<file path="src/rtl/riscv_pkg.sv">
// Shared encodings for the multicycle RV32I-subset core: FSM states, opcodes,
// ALU control codes and datapath mux select codes.
package riscv_pkg;

  typedef enum logic [3:0] {
    S_FETCH    = 4'd0,
    S_DECODE   = 4'd1,
    S_MEMADR   = 4'd2,
    S_MEMREAD  = 4'd3,
    S_MEMWB    = 4'd4,
    S_MEMWRITE = 4'd5,
    S_EXECR    = 4'd6,
    S_EXECI    = 4'd7,
    S_ALUWB    = 4'd8,
    S_JAL      = 4'd9,
    S_BEQ      = 4'd10
  } state_t;

  localparam logic [6:0] OP_LW  = 7'b0000011;
  localparam logic [6:0] OP_SW  = 7'b0100011;
  localparam logic [6:0] OP_R   = 7'b0110011;
  localparam logic [6:0] OP_I   = 7'b0010011;
  localparam logic [6:0] OP_JAL = 7'b1101111;
  localparam logic [6:0] OP_BEQ = 7'b1100011;

  localparam logic [2:0] ALU_ADD = 3'b000;
  localparam logic [2:0] ALU_SUB = 3'b001;
  localparam logic [2:0] ALU_AND = 3'b010;
  localparam logic [2:0] ALU_OR  = 3'b011;
  localparam logic [2:0] ALU_SLT = 3'b101;

  localparam logic [1:0] ALUOP_ADD   = 2'b00;
  localparam logic [1:0] ALUOP_SUB   = 2'b01;
  localparam logic [1:0] ALUOP_FUNCT = 2'b10;

  localparam logic [1:0] RES_ALUOUT    = 2'b00;
  localparam logic [1:0] RES_DATA      = 2'b01;
  localparam logic [1:0] RES_ALURESULT = 2'b10;

  localparam logic [1:0] SRCA_PC    = 2'b00;
  localparam logic [1:0] SRCA_OLDPC = 2'b01;
  localparam logic [1:0] SRCA_RS1   = 2'b10;

  localparam logic [1:0] SRCB_RS2  = 2'b00;
  localparam logic [1:0] SRCB_IMM  = 2'b01;
  localparam logic [1:0] SRCB_FOUR = 2'b10;

  localparam logic [1:0] IMM_I = 2'b00;
  localparam logic [1:0] IMM_S = 2'b01;
  localparam logic [1:0] IMM_B = 2'b10;
  localparam logic [1:0] IMM_J = 2'b11;

  function automatic logic op_supported(input logic [6:0] op);
    return (op == OP_LW) || (op == OP_SW) || (op == OP_R) ||
           (op == OP_I) || (op == OP_JAL) || (op == OP_BEQ);
  endfunction

endpackage

</file>
<file path="src/rtl/alu_decoder.sv">
// Maps the controller's internal ALUOp plus instruction funct fields onto the
// 3-bit ALUControl code.
module alu_decoder
  import riscv_pkg::*;
(
  input  logic [1:0] alu_op_i,
  input  logic [2:0] funct3_i,
  input  logic       funct7b5_i,
  input  logic       op5_i,
  output logic [2:0] alu_control_o
);

  always_comb begin
    alu_control_o = ALU_ADD;
    case (alu_op_i)
      ALUOP_ADD: alu_control_o = ALU_ADD;
      ALUOP_SUB: alu_control_o = ALU_SUB;
      ALUOP_FUNCT: begin
        case (funct3_i)
          // op[5] distinguishes R-type from addi, whose bit 30 is immediate data
          3'b000:  alu_control_o = (op5_i & funct7b5_i) ? ALU_SUB : ALU_ADD;
          3'b010:  alu_control_o = ALU_SLT;
          3'b110:  alu_control_o = ALU_OR;
          3'b111:  alu_control_o = ALU_AND;
          default: alu_control_o = ALU_ADD;
        endcase
      end
      default: alu_control_o = ALU_ADD;
    endcase
  end

endmodule

</file>
<file path="src/rtl/multicycle_controller.sv">
// Control FSM for the multicycle RV32I-subset datapath: sequences fetch,
// decode, memory, execute and writeback, and drives the datapath controls.
module multicycle_controller
  import riscv_pkg::*;
(
  input  logic       clk,
  input  logic       rst_n,
  input  logic [6:0] op,
  input  logic [2:0] funct3,
  input  logic       funct7b5,
  input  logic       zero,
  output logic       PCWrite,
  output logic       AdrSrc,
  output logic       MemWrite,
  output logic       IRWrite,
  output logic [1:0] ResultSrc,
  output logic [1:0] ALUSrcA,
  output logic [1:0] ALUSrcB,
  output logic [1:0] ImmSrc,
  output logic       RegWrite,
  output logic [2:0] ALUControl,
  output logic       illegal,
  output logic [3:0] state_o
);

  state_t     state_q, state_d;
  logic [1:0] alu_op;
  logic       pc_update, branch;
  logic       mem_write_s, ir_write_s, reg_write_s, illegal_s;

  always_ff @(posedge clk or negedge rst_n) begin
    if (!rst_n) state_q <= S_FETCH;
    else        state_q <= state_d;
  end

  always_comb begin
    state_d = S_FETCH;
    case (state_q)
      S_FETCH:  state_d = S_DECODE;
      S_DECODE: begin
        case (op)
          OP_LW, OP_SW: state_d = S_MEMADR;
          OP_R:         state_d = S_EXECR;
          OP_I:         state_d = S_EXECI;
          OP_JAL:       state_d = S_JAL;
          OP_BEQ:       state_d = S_BEQ;
          default:      state_d = S_FETCH;
        endcase
      end
      S_MEMADR:   state_d = (op == OP_LW) ? S_MEMREAD : S_MEMWRITE;
      S_MEMREAD:  state_d = S_MEMWB;
      S_MEMWB:    state_d = S_FETCH;
      S_MEMWRITE: state_d = S_FETCH;
      S_EXECR:    state_d = S_ALUWB;
      S_EXECI:    state_d = S_ALUWB;
      S_ALUWB:    state_d = S_FETCH;
      S_JAL:      state_d = S_ALUWB;
      S_BEQ:      state_d = S_FETCH;
      default:    state_d = S_FETCH;
    endcase
  end

  always_comb begin
    pc_update   = 1'b0;
    branch      = 1'b0;
    AdrSrc      = 1'b0;
    mem_write_s = 1'b0;
    ir_write_s  = 1'b0;
    reg_write_s = 1'b0;
    illegal_s   = 1'b0;
    ResultSrc   = RES_ALUOUT;
    ALUSrcA     = SRCA_PC;
    ALUSrcB     = SRCB_RS2;
    alu_op      = ALUOP_ADD;
    case (state_q)
      S_FETCH: begin
        ir_write_s = 1'b1;
        ALUSrcB    = SRCB_FOUR;
        ResultSrc  = RES_ALURESULT;
        pc_update  = 1'b1;
      end
      S_DECODE: begin
        ALUSrcA   = SRCA_OLDPC;
        ALUSrcB   = SRCB_IMM;
        illegal_s = !op_supported(op);
      end
      S_MEMADR: begin
        ALUSrcA = SRCA_RS1;
        ALUSrcB = SRCB_IMM;
      end
      S_MEMREAD: AdrSrc = 1'b1;
      S_MEMWB: begin
        ResultSrc   = RES_DATA;
        reg_write_s = 1'b1;
      end
      S_MEMWRITE: begin
        AdrSrc      = 1'b1;
        mem_write_s = 1'b1;
      end
      S_EXECR: begin
        ALUSrcA = SRCA_RS1;
        alu_op  = ALUOP_FUNCT;
      end
      S_EXECI: begin
        ALUSrcA = SRCA_RS1;
        ALUSrcB = SRCB_IMM;
        alu_op  = ALUOP_FUNCT;
      end
      S_ALUWB: reg_write_s = 1'b1;
      S_JAL: begin
        ALUSrcA   = SRCA_OLDPC;
        ALUSrcB   = SRCB_FOUR;
        pc_update = 1'b1;
      end
      S_BEQ: begin
        ALUSrcA = SRCA_RS1;
        alu_op  = ALUOP_SUB;
        branch  = 1'b1;
      end
      default: ;
    endcase
  end

  always_comb begin
    ImmSrc = IMM_I;
    case (op)
      OP_SW:   ImmSrc = IMM_S;
      OP_BEQ:  ImmSrc = IMM_B;
      OP_JAL:  ImmSrc = IMM_J;
      default: ImmSrc = IMM_I;
    endcase
  end

  // Strobes are gated by rst_n so nothing can write while reset is held.
  assign PCWrite  = rst_n & (pc_update | (branch & zero));
  assign MemWrite = rst_n & mem_write_s;
  assign IRWrite  = rst_n & ir_write_s;
  assign RegWrite = rst_n & reg_write_s;
  assign illegal  = rst_n & illegal_s;
  assign state_o  = state_q;

  alu_decoder u_alu_decoder (
    .alu_op_i      (alu_op),
    .funct3_i      (funct3),
    .funct7b5_i    (funct7b5),
    .op5_i         (op[5]),
    .alu_control_o (ALUControl)
  );

endmodule

</file>
<file path="config.mk">
export PLATFORM = sky130hd
export DESIGN_NAME = multicycle_controller
export DESIGN_NICKNAME = d
export VERILOG_FILES = /design/src/rtl/riscv_pkg.sv /design/src/rtl/alu_decoder.sv /design/src/rtl/multicycle_controller.sv
export SDC_FILE = /design/constraint.sdc
export NUM_CORES = 1
export LEC_CHECK = 0
export ABC_AREA = 1
export BUFFER_PORTS_ARGS = -buffer_cell sky130_fd_sc_hd__clkbuf_2
export CAP_MARGIN = 10
export CORE_MARGIN = 4
export CORE_UTILIZATION = 40
export DETAILED_ROUTE_END_ITERATION = 10
export MAX_ROUTING_LAYER = met4
export PLACE_DENSITY = 0.77
export SLEW_MARGIN = 40
export SYNTH_ARGS = -nofsm -noshare
export SYNTH_HDL_FRONTEND = slang
export SYNTH_SLANG_ARGS = --single-unit
</file>
<file path="constraint.sdc">
create_clock -name clk -period 1.45 [get_ports clk]
set_input_delay 0.145 -clock clk [delete_from_list [all_inputs] [get_ports clk]]
set_output_delay 0.145 -clock clk [all_outputs]
set_load 0.1 [all_outputs]
</file>
==> results.ini, run 1 <==
[status]
status=aborted with a tool error
haltStage=detailed placement (3_5_place_dp)
stop_error=[ERROR DPL-0038] Utilization greater than 100%, impossible to legalize

[synth]
synth_seq_area_share=0.190
synth_fp_nets=112
yosysTopAreaCell=dfrtp_1
synth.avg_cell_area_um2=5.49
synth.distinct_cells=16
syn_area_um2=527
yosysWarnings=0
netlist_instances=96
ys_top_cells_by_area=dfrtp_1 (19%), nand2_1 (19%), nor2_1 (14%), inv_1 (10%), nand3_1 (6.7%)
synth-async-reset-ratio=1.00
ys_ff_latch=4
synth_edf_count=0
yosysMostFrequentCell=nand2_1
synth_top_area_share=0.190
synth_common_cells=nand2_1 (26), nor2_1 (19), inv_1 (14), nand3_1 (7), nor2_2 (5)
synth_ff_type=dfrtp_1

[floorplan]
die_w_um=44.3
die_h_um=44.3
initial_core_util=0.450
ioPinCount=35
fp-row-count=12

[place]
place.gp.congestion=0.861
port_buffers=34

[cell families after synthesis]
| logic type | after synthesis | synth area share |
|---|---|---|
| DFF | 4 | 0.190 |
| adders and majority gates | 2 | 0.0475 |
| and+or+nand+nor | 66 | 0.570 |
| buffers and inverters | 17 | 0.121 |
| AOI/OAI and AO/OA | 7 | 0.0713 |
[through the flow]
stage	hold slack, ns	area [um2]
2_1_floorplan	-0.151	707
3_3_place_gp	-0.0254	1350
==> inputs of run 2 (changes only) <==
--- a/config.mk
+++ b/config.mk
@@ -8,11 +8,10 @@
 export ABC_AREA = 1
 export BUFFER_PORTS_ARGS = -buffer_cell sky130_fd_sc_hd__clkbuf_2
 export CAP_MARGIN = 10
-export CORE_MARGIN = 4
-export CORE_UTILIZATION = 40
+export CORE_AREA = 4 4 65 67
 export DETAILED_ROUTE_END_ITERATION = 10
-export MAX_ROUTING_LAYER = met4
-export PLACE_DENSITY = 0.77
+export DIE_AREA = 0 0 69 71
+export PLACE_DENSITY_LB_ADDON = 0.15
 export SLEW_MARGIN = 40
 export SYNTH_ARGS = -nofsm -noshare
 export SYNTH_HDL_FRONTEND = slang
==> results.ini, run 2 <==
[floorplan]
die_h_um=71  ; +60%
fp-row-count=22  ; +10
ioPinCount=35  ; unchanged
die_w_um=69  ; +56%
initial_core_util=0.145  ; -0.305
core_area_mm2=0.00363
die_area_mm2=0.00490

[global_routing]
grt.overflow.total=0
busiest_layer=met2
met3_usage=0.0128
grt_first_pass_wirelength_um=4150
grt_use_total=0.105
use_met2=0.214
use_met1=0.101
grt_pass1_vias=968
grt_max_degree=7
antenna_found_initial=0

[synth]
ys_top_cells_by_area=dfrtp_1 (19%), nand2_1 (19%), nor2_1 (14%), inv_1 (10%), nand3_1 (6.7%)
synth-compound-area-share=0.0713  ; unchanged
synth_fp_nets=112  ; unchanged
synth.avg_cell_area_um2=5.49  ; unchanged
yosysMostFrequentCell=nand2_1
netlist_instances=96  ; unchanged
synth_seq_area_share=0.190  ; unchanged
synth_common_cells=nand2_1 (26), nor2_1 (19), inv_1 (14), nand3_1 (7), nor2_2 (5)
yosys.area_share.simple=0.570  ; unchanged
syn_area_um2=527  ; unchanged
synth_ff_type=dfrtp_1
ys_ff_latch=4  ; unchanged
synth_top_family_by_area=simple AND/OR/NAND/NOR gates
synth.distinct_cells=16  ; unchanged
synth_edf_count=0  ; unchanged
synthAdderAreaFrac=0.0475  ; unchanged
synthMuxAreaShare=0  ; unchanged
synth-async-reset-ratio=1.00  ; unchanged
yosys.area_share.xor_xnor=0  ; unchanged
synth_top_area_share=0.190  ; unchanged
yosysTopAreaCell=dfrtp_1
yosysWarnings=0  ; unchanged

[timing]
rsz0062_at_grt=true
min_period_over_period=1.27
relSlewSlack=0.780
skew_ns=0.00219
fin_hold_ws_ns=0.263
fmax_mhz=543
worstMarginPinSlew_ns=0.330
finalHoldViolations=0
setup_viol=15
setup_tns_ns=-3.87
slew_violations=0
fin_ws_ns=-0.392
finalCriticalPeriod_ns=1.84

[cts]
h-tree-depth=1
cts_buffer_depth=2
clock_sinks=4
cts_buffers=3
clock_latency_ns=0.21
cts_tree=done
cts-root-buf=clkbuf_8
clk_pin_slew_ns=0.03

[status]
violations=setup timing
status=complete, but fails checks

[finish]
mostFrequentLayoutCells=buf_4 (25), nand2_1 (18), buf_12 (18), nor2_4 (15), buf_6 (15)
layout_commonest_cell=buf_4
layoutNonFillerInstCount=219
area_growth_pct=228
antenna_cells=0
design_area_mm2=0.00173
largest_reg_flops=4
drive_gt1_frac=0.749
nNetsFinal=189

[pwr]
internal-power_mw=1.24
clkPwrFrac=0.085
irDropWorstVdd_mv=0.659
leakage_nw=0.787
p_switching_mw=1.47
sequentialPowerShare=0.058
p_per_area_mw_per_mm2=1560
combPwrFrac=0.857
switching_share=0.542

[critical_path]
endpoint_kind=output pin
worstPathArrival_ns=1.70
crit_fanout=4
required_ns=1.31
startpoint_type=flip-flop
crit_type=reg2out

[detailed_routing]
dr_total_vias=876
first_iter_violations=5
avgRoutedWirePerCell_um=11.0
drt-total-wl_um=2420
via_per_inst=4.00
ant_nets=0
drc=0
firstDrtPassIters=3

[place]
placed_cell_area_mm2=0.00139
port_buffers=34  ; unchanged
dp_hpwl_um=1970
place_inst=203
place.gp.congestion=0.700  ; -19%

[hold_path]
worstHoldPathType=in2reg

[flow_run]
maxCapViolCount=0

run 2: cell counts after synthesis:
Identical to the previous run, type by type.
run 2: per-layer routing:
layer,vias up,share of wire
met3,4,0.043
met4,0,0.012
met5,-,0
met1,400,0.36
li1,446,-
met2,26,0.59
run 2: kinds of logic (layout without fill, tap and decap cells):
| kind of cell | Yosys count | in the layout |
|---|---|---|
| adders and majority gates | 2 | 2 |
| and+or+nand+nor | 66 | 66 |
| AOI/OAI and AO/OA | 7 | 7 |
| buffers and inverters | 17 | 92 |
| DFF | 4 | 4 |
run 2: power groups by stage:
stage               clock network [mW]  logic (mW)  registers (mW)
floorplan                            0        1.07           0.308
global placement                     0        1.97           0.155
detailed placement                   0        1.98           0.156
CTS                              0.237        2.26           0.158
global route                     0.241        2.41           0.159
finish                           0.230        2.32           0.157
run 2: path summary, 6_finish.rpt:
path / to / from / slack [ns] / depth (start not counted)
setup reg to reg: state_o[2]$_DFF_PN0_ / state_o[3]$_DFF_PN0_ / 0.02 / 8
hold / removal: state_o[1]$_DFF_PN0_ / op[4] / 0.26 / 4
setup / recovery: ALUControl[0] / state_o[3]$_DFF_PN0_ / -0.39 / 9
hold reg to reg: state_o[3]$_DFF_PN0_ / state_o[1]$_DFF_PN0_ / 0.78 / 4
max in group asynchronous: state_o[0]$_DFF_PN0_ / rst_n / 0.90 / 2
min in group asynchronous: state_o[2]$_DFF_PN0_ / rst_n / 0.36 / 2
run 2: critical path, stage by stage (launching register included):
cell and delay, ns:
dfrtp_4 0.48, inv_4 0.08, nand2_4 0.06, nor2_4 0.13, ha_4 0.16, nand2_4 0.07
nor2_4 0.10, nor2_2 0.05, a21oi_4 0.16, buf_12 0.19
run 2: layout make-up:
type	instances	area [um2]
multi-input combinational	75	646
tap	48	60.1
timing repair buffer	72	792
inverter	17	75.1
sequential	4	115
fill	358	1900
clock buffer	3	41.3
run 2: repair_timing:
item | 4_1_cts | 5_1_grt
pin swaps | 13 | 10
buffers inserted | 9 | 6
gates resized for setup | 38 | 10
hold buffers | 1 | 0
setup endpoints to repair | 15 | 15
hold endpoints to repair | 4 | 0
run 2: through the flow:
stage	total power, mW	worst slack, ns	utilization
after global placement	2.12	-0.187	0.383
after CTS	2.65	-0.393	0.451
final	2.70	-0.392	0.476
after global routing	2.81	-0.472	0.476
after floorplan	1.38	-0.791	-
after detailed placement	2.13	-0.259	0.383
Note: power is estimated with default switching activity, not from simulation.
==> inputs of run 3 (changes only) <==
--- a/config.mk
+++ b/config.mk
@@ -11,6 +11,7 @@
 export CORE_AREA = 4 4 65 67
 export DETAILED_ROUTE_END_ITERATION = 10
 export DIE_AREA = 0 0 69 71
+export MAX_ROUTING_LAYER = met4
 export PLACE_DENSITY_LB_ADDON = 0.15
 export SLEW_MARGIN = 40
 export SYNTH_ARGS = -nofsm -noshare
==> results.ini, run 3 (synthesized netlist as in run 2, its figures left out) <==
[cts]
cts_buffers=3  ; unchanged
clock_sinks=4  ; unchanged
h-tree-depth=1  ; unchanged
clk_pin_slew_ns=0.03  ; about the same
cts_tree=done
clock_latency_ns=0.21  ; about the same
cts_buffer_depth=2  ; unchanged
cts-root-buf=clkbuf_8

[detailed_routing]
dr_total_vias=876  ; unchanged
firstDrtPassIters=2  ; -1
avgRoutedWirePerCell_um=11.0  ; unchanged
first_iter_violations=4  ; -1
via_per_inst=4.00  ; unchanged
drt-total-wl_um=2420  ; unchanged
ant_nets=0  ; unchanged
drc=0  ; unchanged

[finish]
fillers=358  ; unchanged
antenna_cells=0  ; unchanged
area_growth_pct=228  ; unchanged
design_area_mm2=0.00173  ; unchanged
layoutNonFillerInstCount=219  ; unchanged
drive_gt1_frac=0.749  ; unchanged
largest_reg_flops=4  ; unchanged
nNetsFinal=189  ; unchanged
mostFrequentLayoutCells=buf_4 (25), nand2_1 (18), buf_12 (18), nor2_4 (15), buf_6 (15)
layout_commonest_cell=buf_4

[flow_run]
maxCapViolCount=0  ; unchanged

[timing]
fin_ws_ns=-0.393  ; -0.000296 ns
fin_hold_ws_ns=0.263  ; -0.000294 ns
relSlewSlack=0.780  ; unchanged
finalCriticalPeriod_ns=1.84  ; +0.000296 ns
fmax_mhz=543  ; about the same
min_period_over_period=1.27  ; about the same
slew_violations=0  ; unchanged
skew_ns=0.00219  ; +0.00000251 ns
worstMarginPinSlew_ns=0.330  ; unchanged
setup_viol=15  ; unchanged
setup_tns_ns=-3.88  ; -0.00442 ns
finalHoldViolations=0  ; unchanged
rsz0062_at_grt=true

[critical_path]
crit_fanout=4  ; unchanged
worstPathArrival_ns=1.70  ; about the same
crit_type=reg2out
r2r_start=state_o[3]$_DFF_PN0_
startpoint_type=flip-flop
startpoint=state_o[3]$_DFF_PN0_
endpoint_kind=output pin
required_ns=1.31  ; about the same

[global_routing]
grt_pass1_vias=967  ; -0.10%
grt.overflow.total=0  ; unchanged
grt_use_total=0.108  ; +0.00314
antenna_found_initial=0  ; unchanged
grt_first_pass_wirelength_um=4150  ; unchanged
grt_max_degree=7  ; unchanged

[status]
status=complete, but fails checks
violations=setup timing

[place]
port_buffers=34  ; unchanged
place.gp.congestion=0.708  ; +1.1%
placed_cell_area_mm2=0.00139  ; unchanged
dp_hpwl_um=1970  ; unchanged
place_inst=203  ; unchanged

[hold_path]
worstHoldPathType=in2reg
min_from=op[4]

[floorplan]
die_h_um=71  ; unchanged
core_area_mm2=0.00363  ; unchanged
initial_core_util=0.145  ; unchanged
die_area_mm2=0.00490  ; unchanged
fp-row-count=22  ; unchanged
die_w_um=69  ; unchanged
ioPinCount=35  ; unchanged

[pwr]
leakage_nw=0.787  ; unchanged
irDropWorstVdd_mv=0.659  ; about the same
p_per_area_mw_per_mm2=1560  ; about the same

[run 3: cell counts in the layout (fill, tap and decap cells not counted)]
Identical to the previous run, type by type.
[run 3: critical path: stages (launching register included)]
cell     delay, ns
dfrtp_4       0.48
inv_4         0.08
nand2_4       0.06
nor2_4        0.13
ha_4          0.16
nand2_4       0.07
nor2_4        0.10
nor2_2        0.05
a21oi_4       0.16
buf_12        0.19
[run 3: repair_timing]
| item | CTS | global route |
|---|---|---|
| buffers inserted | 9 | 6 |
| resized for setup | 38 | 10 |
| setup endpoints to repair | 15 | 15 |
| hold buffers | 1 | 0 |
| pin swaps | 13 | 10 |
| endpoints found under the hold margin | 4 | 0 |
[run 3: cell type report]
| type | instances | area, um2 | area share |
|---|---|---|---|
| clock buffer | 3 | 41.3 | 0.0239 |
| tap | 48 | 60.1 | 0.0347 |
| multi-input combinational | 75 | 646 | 0.373 |
| timing repair buffer | 72 | 792 | 0.458 |
| inverter | 17 | 75.1 | 0.0434 |
| sequential | 4 | 115 | 0.0666 |
[run 3: worst paths after layout]
path,end,slack (ns),cells past startpoint
min in group asynchronous,state_o[2]$_DFF_PN0_,0.36,2
setup / recovery,ALUControl[0],-0.39,9
hold reg to reg,state_o[3]$_DFF_PN0_,0.78,4
hold / removal,state_o[1]$_DFF_PN0_,0.26,4
setup reg to reg,state_o[2]$_DFF_PN0_,0.02,8
max in group asynchronous,state_o[0]$_DFF_PN0_,0.90,2
[run 3: power by group]
group	internal (mW)	total, mW	leakage, nW	switching [mW]
Sequential	0.142	0.157	0.0467	0.0149
Combinational	0.919	2.32	0.719	1.40
Clock	0.177	0.230	0.0216	0.0535
Total	1.24	2.70	0.787	1.47
[run 3: routing by layer]
metal  GRT usage  wire (um)  part of all wire  vias to the layer above
met5           -          0                 0                        -
met4      0.0521         36             0.015                        0
met3      0.0128        108             0.045                        4
li1            -          -                 -                      446
met2       0.214       1410              0.58                       26
met1       0.101        863              0.36                      400
[run 3: per-stage QoR]
stage               utilization  total power [mW]  setup WS, ns
global placement          0.383              2.12        -0.187
detailed placement        0.383              2.13        -0.259
global route              0.476              2.81        -0.472
CTS                       0.451              2.65        -0.393
finish                    0.476              2.70        -0.393
floorplan                     -              1.38        -0.791
==> inputs of run 4 (changes only) <==
--- a/config.mk
+++ b/config.mk
@@ -8,9 +8,9 @@
 export ABC_AREA = 1
 export BUFFER_PORTS_ARGS = -buffer_cell sky130_fd_sc_hd__clkbuf_2
 export CAP_MARGIN = 10
-export CORE_AREA = 4 4 65 67
+export CORE_AREA = 2 2 63 65
 export DETAILED_ROUTE_END_ITERATION = 10
-export DIE_AREA = 0 0 69 71
+export DIE_AREA = 0 0 65 67
 export MAX_ROUTING_LAYER = met4
 export PLACE_DENSITY_LB_ADDON = 0.15
 export SLEW_MARGIN = 40
==> constraint.sdc (replaced) <==
create_clock -name clk -period 1.6 [get_ports clk]
set_input_delay 0.16 -clock clk [delete_from_list [all_inputs] [get_ports clk]]
set_output_delay 0.16 -clock clk [all_outputs]
set_load 0.1 [all_outputs]
==> results.ini, run 4 (synthesized netlist as in run 2, its figures left out) <==
[status]
status=complete, but fails checks
violations=setup timing

[global_routing]
grt_pass1_vias=893  ; -7.7%
grt_max_degree=7  ; unchanged
busiest_layer=met2
use_met2=0.210  ; -0.00393
grt.overflow.total=0  ; unchanged
met3_usage=0.0135  ; +0.000729
antenna_found_initial=0  ; unchanged
use_met1=0.113  ; +0.0121
grt_first_pass_wirelength_um=3650  ; -12%
grt_use_total=0.113  ; +0.00498

[finish]
fillers=349  ; -2.5%
design_area_mm2=0.00167  ; -3.3%
antenna_cells=0  ; unchanged
largest_reg_flops=4  ; unchanged
mostFrequentLayoutCells=buf_4 (28), nand2_1 (18), buf_12 (17), clkbuf_2 (16), nor2_4 (12)
layoutNonFillerInstCount=217  ; -0.91%
layout_commonest_cell=buf_4
drive_gt1_frac=0.757  ; +0.00886
nNetsFinal=187  ; -1.1%
area_growth_pct=218

[flow_run]
maxCapViolCount=0  ; unchanged

[detailed_routing]
dr_total_vias=874  ; -0.23%
firstDrtPassIters=4  ; +2
ant_nets=0  ; unchanged
drt-total-wl_um=2280  ; -5.8%
via_per_inst=4.03  ; +0.69%
first_iter_violations=4  ; unchanged
drc=0  ; unchanged
avgRoutedWirePerCell_um=10.5  ; -4.9%

[timing]
worstMarginPinSlew_ns=0.546  ; +0.216 ns
min_period_over_period=1.15
slew_violations=0  ; unchanged
fin_ws_ns=-0.246  ; +0.147 ns
finalHoldViolations=0  ; unchanged
rsz0062_at_grt=true
relSlewSlack=0.637  ; -0.142
skew_ns=0.000792  ; -0.00140 ns
finalCriticalPeriod_ns=1.85
setup_tns_ns=-1.81  ; +2.06 ns
setup_viol=13  ; -2
fmax_mhz=542

[floorplan]
ioPinCount=35  ; unchanged
die_w_um=65  ; -5.8%
die_h_um=67  ; -5.6%
die_area_mm2=0.00436  ; -11%
initial_core_util=0.146  ; +0.00111
fp-row-count=22  ; unchanged
core_area_mm2=0.00361  ; -0.76%

[pwr]
leakage_nw=0.757  ; -3.9%
combPwrFrac=0.846  ; -0.011
p_per_area_mw_per_mm2=1390  ; -11%
internal-power_mw=1.01  ; -18%
clkPwrFrac=0.092  ; +0.007
irDropWorstVdd_mv=0.544  ; -17%
sequentialPowerShare=0.062  ; +0.004
switching_share=0.565  ; +0.0224
p_switching_mw=1.31  ; -10%

[hold_path]
min_from=op[4]
worstHoldPathType=in2reg

[critical_path]
startpoint=state_o[3]$_DFF_PN0_
r2r_start=state_o[3]$_DFF_PN0_
endpoint_kind=output pin
crit_type=reg2out
slowest_delay_ns=0.48  ; about the same
worst-path-buf-inv=3  ; +1
required_ns=1.44  ; +0.13 ns
worstPathArrival_ns=1.69  ; about the same
cp_slowest_cell=dfrtp_4
startpoint_type=flip-flop
crit_fanout=4  ; unchanged
cp_top_family=flip-flops
worstPathCellList=inv_4 > nand2_4 > nor2_4 > inv_2 > ha_4 > nor3b_4 > buf_12

[cts]
cts_tree=done
cts_buffers=3  ; unchanged
clk_pin_slew_ns=0.03  ; about the same
h-tree-depth=1  ; unchanged
clock_latency_ns=0.22  ; about the same
cts-root-buf=clkbuf_8
clock_sinks=4  ; unchanged
cts_buffer_depth=2  ; unchanged

[place]
placed_cell_area_mm2=0.00135  ; -3.2%
place_inst=198  ; -2.5%
place.gp.congestion=0.761  ; +7.5%
port_buffers=34  ; unchanged
dp_hpwl_um=1760  ; -11%

-- run 4: changes by cell type in the layout (fill, tap and decap cells not counted), sizes merged --
cell,previous run,this run
buf,58,53
clkbuf,16,19
-- run 4: final timing paths --
path	end	slack [ns]	cells past startpoint
max in group asynchronous	state_o[0]$_DFF_PN0_	1.06	2
min reg2reg	state_o[3]$_DFF_PN0_	0.78	4
min in group asynchronous	state_o[3]$_DFF_PN0_	0.36	2
max	ALUControl[1]	-0.25	7
min	state_o[1]$_DFF_PN0_	0.27	4
max reg2reg	state_o[2]$_DFF_PN0_	0.14	8
-- run 4: worst min-delay path, cell delays in order --
cell and delay, ns:
clkbuf_2 0.10, nor3_1 0.06, nand3_1 0.07, nand2_1 0.05
-- run 4: routing by layer --
metal	routed length, um	vias up	part of all wire
met3	109	5	0.048
li1	-	442	-
met5	0	-	0
met1	852	399	0.37
met4	46	0	0.020
met2	1270	28	0.56
-- run 4: area by class of cell --
cell class / count / area, um2 / area share
tap: 48 / 60.1 / 0.0359
clock buffer: 3 / 41.3 / 0.0247
multi-input combinational: 75 / 639 / 0.382
sequential: 4 / 115 / 0.0688
inverter: 17 / 82.6 / 0.0494
timing repair buffer: 70 / 734 / 0.439
-- run 4: metrics by stage --
stage / utilization / setup WS (ns) / hold WS [ns] / power [mW]
floorplan: - / -0.656 / -0.136 / 1.25
global placement: 0.373 / -0.0507 / -0.00443 / 1.85
detailed placement: 0.373 / -0.0975 / -0.00271 / 1.86
CTS: 0.429 / -0.265 / 0.275 / 2.23
global route: 0.464 / -0.325 / 0.320 / 2.41
finish: 0.464 / -0.246 / 0.268 / 2.32
-- run 4: timing repair --
| action | in CTS | in global routing |
|---|---|---|
| pin swaps | 8 | 12 |
| hold buffers | 1 | 0 |
| setup endpoints to repair | 14 | 15 |
| resized for setup | 28 | 19 |
| setup buffers | 6 | 12 |
| endpoints found under the hold margin | 4 | 0 |
-- run 4: power groups by stage --
stage                     Combinational, mW  Clock [mW]  Sequential (mW)
final                                  1.97       0.214            0.144
after global placement                 1.71           0            0.141
after floorplan                       0.971           0            0.279
after CTS                              1.86       0.220            0.143
after detailed placement               1.72           0            0.142
after global routing                   2.04       0.228            0.147
